### config.mk
export PLATFORM = sky130hd
export DESIGN_NAME = hamming_tx_serializer
export DESIGN_NICKNAME = d
export VERILOG_FILES = /design/src/rtl/hamming_pkg.sv /design/src/rtl/hamming21_encode.sv /design/src/rtl/hamming_tx_serializer.sv
export SDC_FILE = /design/constraint.sdc
export NUM_CORES = 1
export LEC_CHECK = 0
export BUFFER_PORTS_ARGS = -buffer_cell sky130_fd_sc_hd__buf_2
export CAP_MARGIN = 15
export CORE_UTILIZATION = 45
export DETAILED_ROUTE_END_ITERATION = 7
export GPL_ROUTABILITY_DRIVEN = 0
export HOLD_SLACK_MARGIN = 0.03
export PLACE_DENSITY = 0.66
export SYNTH_ARGS = -nofsm -noshare
export SYNTH_HDL_FRONTEND = slang
export SYNTH_SLANG_ARGS = --single-unit
### constraint.sdc
create_clock -name clk -period 1.84 [get_ports clk]
set_input_delay 0.368 -clock clk [delete_from_list [all_inputs] [get_ports clk]]
set_output_delay 0.368 -clock clk [all_outputs]
set_load 0.02 [all_outputs]
### src/rtl/hamming_pkg.sv
// Shared constants and types for the Hamming(21,16) transmit path.
// Used by hamming21_encode and hamming_tx_serializer.
package hamming_pkg;

    localparam int CW_W   = 21;
    localparam int DATA_W = 16;
    localparam int PAR_W  = 5;

    // Codeword position (1-based) of each data bit; powers of two hold parity.
    localparam int DATA_POS [DATA_W] = '{
        3, 5, 6, 7, 9, 10, 11, 12, 13, 14, 15, 17, 18, 19, 20, 21
    };

    localparam logic [4:0] CNT_FIRST = 5'd1;
    localparam logic [4:0] CNT_LAST  = 5'd21;

    typedef enum logic [1:0] {
        IDLE,
        SHIFT,
        GAP
    } state_t;

endpackage

### src/rtl/hamming21_encode.sv
// Combinational Hamming(21,16) encoder, even parity at positions 1,2,4,8,16.
// Output bit p-1 carries codeword position p.
module hamming21_encode
    import hamming_pkg::*;
(
    input  logic [DATA_W-1:0] data,
    output logic [CW_W-1:0]   code
);

    logic [CW_W-1:0] dmap;
    logic            par;

    // Scatter the data bits onto their non-power-of-two positions.
    always_comb begin
        dmap = '0;
        for (int i = 0; i < DATA_W; i++) begin
            dmap[DATA_POS[i]-1] = data[i];
        end
    end

    // Each parity bit covers every position whose index has bit k set.
    always_comb begin
        code = dmap;
        par  = 1'b0;
        for (int k = 0; k < PAR_W; k++) begin
            par = 1'b0;
            for (int p = 1; p <= CW_W; p++) begin
                if (((p >> k) & 1) == 1) begin
                    par = par ^ dmap[p-1];
                end
            end
            code[(1 << k)-1] = par;
        end
    end

endmodule

### src/rtl/hamming_tx_serializer.sv
// Hamming(21,16) transmit serializer: encode, then shift out position 1 first.
// Optional error injection on the loaded codeword: HAMMING_TX_ERRINJ_EN.
module hamming_tx_serializer
    import hamming_pkg::*;
#(
    parameter int GAP_CYCLES = 0
) (
    input  logic              clk,
    input  logic              rst_n,
    input  logic [DATA_W-1:0] data_in,
    input  logic              in_valid,
    output logic              in_ready,
    input  logic              ser_ready,
    output logic              ser_out,
    output logic              ser_valid,
    output logic              sof,
    output logic              eof,
    output logic              busy
`ifdef HAMMING_TX_ERRINJ_EN
    ,
    input  logic              err_inj,
    input  logic [4:0]        err_pos
`endif
);

    localparam int GAP_W = (GAP_CYCLES < 1) ? 1 : $clog2(GAP_CYCLES + 1);
    localparam logic [GAP_W-1:0] GAP_LAST =
        GAP_W'((GAP_CYCLES > 0) ? (GAP_CYCLES - 1) : 0);

    state_t           state_q;
    state_t           state_d;
    logic [CW_W-1:0]  sreg_q;
    logic [4:0]       cnt_q;
    logic [GAP_W-1:0] gap_q;

    logic [CW_W-1:0]  code;
    logic [CW_W-1:0]  flip;
    logic [CW_W-1:0]  load_word;
    logic             load;
    logic             adv;
    logic             gap_clr;
    logic             gap_inc;

    hamming21_encode u_enc (
        .data (data_in),
        .code (code)
    );

`ifdef HAMMING_TX_ERRINJ_EN
    // Select the single codeword position to invert; out-of-range flips nothing.
    always_comb begin
        flip = '0;
        for (int p = 1; p <= CW_W; p++) begin
            if (err_inj && (err_pos == 5'(p))) begin
                flip[p-1] = 1'b1;
            end
        end
    end
`else
    assign flip = '0;
`endif

    assign load_word = code ^ flip;

    // State register.
    always_ff @(posedge clk or negedge rst_n) begin
        if (!rst_n) begin
            state_q <= IDLE;
        end else begin
            state_q <= state_d;
        end
    end

    // Next-state and handshake decode.
    always_comb begin
        state_d  = state_q;
        load     = 1'b0;
        adv      = 1'b0;
        gap_clr  = 1'b0;
        gap_inc  = 1'b0;
        in_ready = 1'b0;
        unique case (state_q)
            IDLE: begin
                in_ready = 1'b1;
                if (in_valid) begin
                    load    = 1'b1;
                    state_d = SHIFT;
                end
            end
            SHIFT: begin
                if (ser_ready) begin
                    if (cnt_q == CNT_LAST) begin
                        if (GAP_CYCLES == 0) begin
                            in_ready = 1'b1;
                            if (in_valid) begin
                                load = 1'b1;
                            end else begin
                                state_d = IDLE;
                            end
                        end else begin
                            gap_clr = 1'b1;
                            state_d = GAP;
                        end
                    end else begin
                        adv = 1'b1;
                    end
                end
            end
            GAP: begin
                if (gap_q == GAP_LAST) begin
                    state_d = IDLE;
                end else begin
                    gap_inc = 1'b1;
                end
            end
            default: state_d = IDLE;
        endcase
    end

    // Shift register, bit counter and gap counter.
    always_ff @(posedge clk or negedge rst_n) begin
        if (!rst_n) begin
            sreg_q <= '0;
            cnt_q  <= '0;
            gap_q  <= '0;
        end else begin
            if (load) begin
                sreg_q <= load_word;
                cnt_q  <= CNT_FIRST;
            end else if (adv) begin
                sreg_q <= sreg_q >> 1;
                cnt_q  <= cnt_q + 5'd1;
            end
            if (gap_clr) begin
                gap_q <= '0;
            end else if (gap_inc) begin
                gap_q <= gap_q + 1'b1;
            end
        end
    end

    assign ser_valid = (state_q == SHIFT);
    assign ser_out   = ser_valid & sreg_q[0];
    assign sof       = ser_valid && (cnt_q == CNT_FIRST);
    assign eof       = ser_valid && (cnt_q == CNT_LAST);
    assign busy      = (state_q != IDLE);

endmodule

# After elaboration in Yosys (flattened, before gate mapping)
# Cells that the tools add are included.
[totals]
out_inout_bits = 6
register_bits = 29
word_cells = 79
[op_classes]
mux = 22
bitwise = 36
n_eq_ne = 9
n_reduce_logical = 6
addsub = 2
[ops]
columns = ["operator", "n"]
rows = [
  ["21-bit two-way mux", 2],
  ["1-bit bitwise XOR", 35],
  ["1-bit two-way mux", 10],
  ["2-bit two-way mux", 5],
  ["5-bit two-way mux", 2],
  ["2-bit inequality test, second input constant", 4],
  ["2-bit case mux with 3 select lines", 1],
  ["5-bit by 1-bit adder with 5-bit output, second input constant", 1],
  ["5-bit by 1-bit == test with 1-bit output, second input constant", 1],
  ["5-bit == test, second input constant", 1],
  ["5-bit AND reduction", 1],
  ["1-bit case mux with 2 select lines", 2],
  ["2-bit nonzero test", 2],
  ["2-bit by 1-bit == test with 1-bit output, second input constant", 1],
  ["2-bit == test, second input constant", 1],
  ["1-bit logical AND", 2],
  ["2-bit logical NOT", 1],
  ["2-bit by 1-bit inequality test with 1-bit output, second input constant", 1],
  ["1-bit adder, second input constant", 1],
  ["1-bit bitwise AND", 1],
]

# Logic depth before layout (Yosys ltp)
[depth]
word_depth = 10
ltp_mapped = 8
mapped_depth_nobuf = 6

# By module
# A second synthesis with hierarchy kept.
[hier_totals]
cells_unflattened = 208
hier_area_um2 = 2054.5
[by_module_without_submodules]
columns = ["module", "cells_each", "area_each_um2", "n_inst", "seq_area_each_um2"]
rows = [
  ["hamming_tx_serializer", 167, 1675.4, 1, 675.6],
  ["hamming21_encode", 41, 379.1, 1, 0.0],
]

# Worst setup path after synthesis
# Ideal clock, no wire load.
[synth_path]
path_type = "register -> register"
startpoint = "reg cnt_q[1]"
endpoint = "reg sreg_q[0]"
n_path_buf = 1
required_ns = 1.715
stages_incl_launch_ff = 8
setup_slack_ns = 0.154
setup_time_ns = 0.125
t_arrival_ns = 1.561
synth_period_minus_slack_ns = 1.686
path_cell_list = "dfrtp_1 > inv_1 > ha_1 > nand4b_4 > and2_4 > buf_6 > mux2_4 > mux2_4"
[synth_via]
elab_chain_cells = 5
[synth_rtl]
columns = ["item", "line", "rtl"]
rows = [
  ["start, declared", "hamming_tx_serializer.sv:33", "logic [4:0] cnt_q;"],
  ["start signal, assigned", "hamming_tx_serializer.sv:132", "cnt_q <= cnt_q + 5'd1;"],
  ["5-bit == test (*)", "hamming_tx_serializer.sv:92", "if (cnt_q == CNT_LAST) begin"],
  ["1-bit two-way mux", "hamming_tx_serializer.sv:92", ""],
  ["1-bit two-way mux", "hamming_tx_serializer.sv:91", "if (ser_ready) begin"],
  ["1-bit case mux with 2 select lines or 1-bit two-way mux (tied branches)", "hamming_tx_serializer.sv:82", "unique case (state_q)"],
  ["21-bit two-way mux or 2-bit nonzero test (tied branches)", "-", ""],
  ["end signal, assigned", "hamming_tx_serializer.sv:128", "sreg_q <= load_word;"],
  ["end signal, assigned", "hamming_tx_serializer.sv:131", "sreg_q <= sreg_q >> 1;"],
  ["end, declared", "hamming_tx_serializer.sv:32", "logic [CW_W-1:0] sreg_q;"],
]
# Every way passes the cells marked *; elsewhere a longest branch is shown, timed or not.
# A chain may end at the register's enable or synchronous reset.

# Worst setup path in the final report
[layout_path]
startpoint = "reg cnt_q[0]"
endpoint = "reg sreg_q[4]"
# The elaborated chain is that of the path after synthesis.

==> reports/results.txt <==
outcome = finished, final reports clean
Netlist Area Pre-Place = 1630 um2
DIE WIDTH = 62.2 um
most common cell after layout, fill and taps aside = dfrtp_1
CP required = 2060 ps
final worst path period share = 0.966
Congestion Overflow GR = 0
final setup fails = 0
antenna-violating nets left = 0
H-tree levels = 1
Synth Area in Simple Gates = 0.123
largest family of logic cells by synthesized area = XOR/XNOR gates
syn nets = 171
number of synthesized register bits = 27
DR WL/cell = 14.0 um
EDFF count, synth = 0
Critical Path Source Type = flip-flop
Post-CTS Hold Fix Bufs = 0
CTS tree = built
core footprint = 3420 um2
ratio of cells with drive above 1 in the final layout = 0.264
Arr. time, crit path = 2000 ps
worst slack at placement = 77.6 ps
unrepaired setup endpoints after global routing = yes
mean cell area of the mapped netlist = 10.9 um2
Diodes inserted = 0
reg2reg start = cnt_q[0]
Top FF cell, synth = dfrtp_1
critical-path maximum fanout = 11
multiplexer share of the synthesized area = 0.153
Detailed Place HPWL = 2.40 mm
setup_tns = 0 ps
Cells after DPL = 219
final number of max-transition violations = 0
largest net degree at the start of global routing = 28
maxcap violations = 0
crit-path most repeated cell = buf_4
Pleak = 0.937 nW
cell count after synthesis = 149
adder-cell share of the synthesized area = 0.0153
setup ws final = 62.3 ps
Total GRT Usage = 0.169
worst-skew pair later-pin latency = 320 ps
CP max stage cell = dfrtp_1
vias per cell = 5.12
Max Freq = 563 MHz
Non-Filler Instances = 224
drt drc = 0
Crit Path Category = flip-flop to flip-flop
initial core utilization = 0.477
post-synthesis xor/xnor area fraction = 0.180
register area share after synthesis = 0.414
Routed WL = 3.14 mm
clock slew at reported path FFs = 140 ps
CP endpoint kind = flip-flop
CTS Sinks = 27
r2r endpoint = sreg_q[4]
worst slew pin tran = 600 ps
FP Rows = 21
DRT Pass-1 Iters = 4
Synth async-reset ratio = 1.00
vias post-DR = 1146
synth-to-layout area growth = 15.8%
pwr dens = 1070 nW/um2
vias in the first global route = 1139
Max Buffers Root-to-Sink = 2
cts bufs inserted = 3
worst min path class = primary input to async pin
DR iter-0 viols = 54
first-pass GRT wire length = 5.20 mm
Yosys cell types = 27
r2r setup slk = 60 ps
YS warnings = 0
initial antenna violation count = 0
I/O Buffers = 25
total power = 2.02 mW
clock period minus worst slack = 1780 ps
Die Span Y = 62.2 um
Min Hold Slack = 33.2 ps
Synth Area in Compound Gates = 0.0668
CP peak stage delay = 440 ps
commonest cells after routing, fill and taps aside = dfrtp_1 (27), buf_2 (23), mux2i_1 (22), xnor2_1 (18), nand3_1 (17)
Clock Skews = 2.55 ps
slew margin rel. = 0.600
IO Count = 26
VDD IR max = 0.494 mV
Root Buffer = clkbuf_4
Layout Nets = 201
die area = 3870 um2
final hold vios = 0
CP cell instances = ha_4, nand4b_4, o21ai_4, buf_4, and2_1, buf_4, a221o_1
FF-to-FF path depth = 7
[synthesized netlist by cell type, types with 2 or more instances]
| library cell | instances | area [um2] |
|---|---|---|
| a211oi_1 | 2 | 15.0 |
| and2_1 | 3 | 18.8 |
| buf_4 | 4 | 30.0 |
| clkbuf_1 | 4 | 15.0 |
| dfrtp_1 | 27 | 676 |
| ha_1 | 2 | 25.0 |
| inv_1 | 4 | 15.0 |
| mux2_4 | 2 | 30.0 |
| mux2i_1 | 22 | 220 |
| nand2_1 | 2 | 7.51 |
| nand2b_1 | 3 | 18.8 |
| nand3_1 | 17 | 85.1 |
| nor2_1 | 5 | 18.8 |
| o21ai_0 | 15 | 75.1 |
| xnor2_1 | 18 | 158 |
| xnor3_1 | 3 | 67.6 |
| xor2_1 | 6 | 52.6 |
[logic make-up after synthesis]
family          count (synthesis)
flops                          27
xor+xnor                       28
simple gates                   35
buf+inv                        14
compound gates                 19
mux                            24
fa+ha+maj                       2
[worst max path at each step]
stage | to | start
3_3_place_gp | sreg_q[4] | cnt_q[1]
6_report | sreg_q[4] | cnt_q[0]
4_1_cts | in_ready | cnt_q[1]
2_1_floorplan | sreg_q[0] | cnt_q[1]
3_5_place_dp | sreg_q[4] | cnt_q[1]
5_1_grt | in_ready | cnt_q[1]
[final cells by class]
class	instances	area [um2]
Fill cell	333	1530
Multi-Input combinational cell	108	905
Sequential cell	27	676
Timing Repair Buffer	35	209
Tap cell	46	57.6
Clock buffer	4	26.3
Inverter	4	15.0
[worst max-delay path: cells and delay by family (launching register included)]
kind / cells / cell delay (ps)
DFF: 1 / 440
AOI/OAI and AO/OA: 2 / 410
buffers and inverters: 2 / 340
and+or+nand+nor: 2 / 300
adders and majority gates: 1 / 190
[state kept, by name, indices dropped and copies added, names as in the netlist]
signal   cells
sreg_q      21
cnt_q        5
state_q      1
[repair_timing]
action                                 in CTS  in global routing
endpoints found under the hold margin       0                  0
buffers inserted                            1                  0
setup endpoints to repair                   2                  4
pin swaps                                   1                  1
resized for setup                           5                  3
[stage by stage]
stage                util  cell area (um2)
global route        0.553             1890
floorplan               -             1630
finish              0.553             1890
detailed placement  0.533             1820
CTS                 0.550             1880
global placement    0.533             1820
[power breakdown]
group | switching (mW) | leakage [nW] | internal, mW
Sequential | 0.165 | 0.354 | 0.810
Combinational | 0.369 | 0.568 | 0.425
Clock | 0.168 | 0.0150 | 0.0847
Total | 0.702 | 0.937 | 1.32
[layer usage]
metal | wire (um) | track usage | up-vias
met5 | 0 | 0 | -
met1 | 1520 | 0.225 | 545
met4 | 19 | 0.0436 | 0
met3 | 137 | 0.0257 | 2
li1 | - | - | 569
met2 | 1460 | 0.287 | 30
Note: power is estimated with default switching activity, not from simulation.
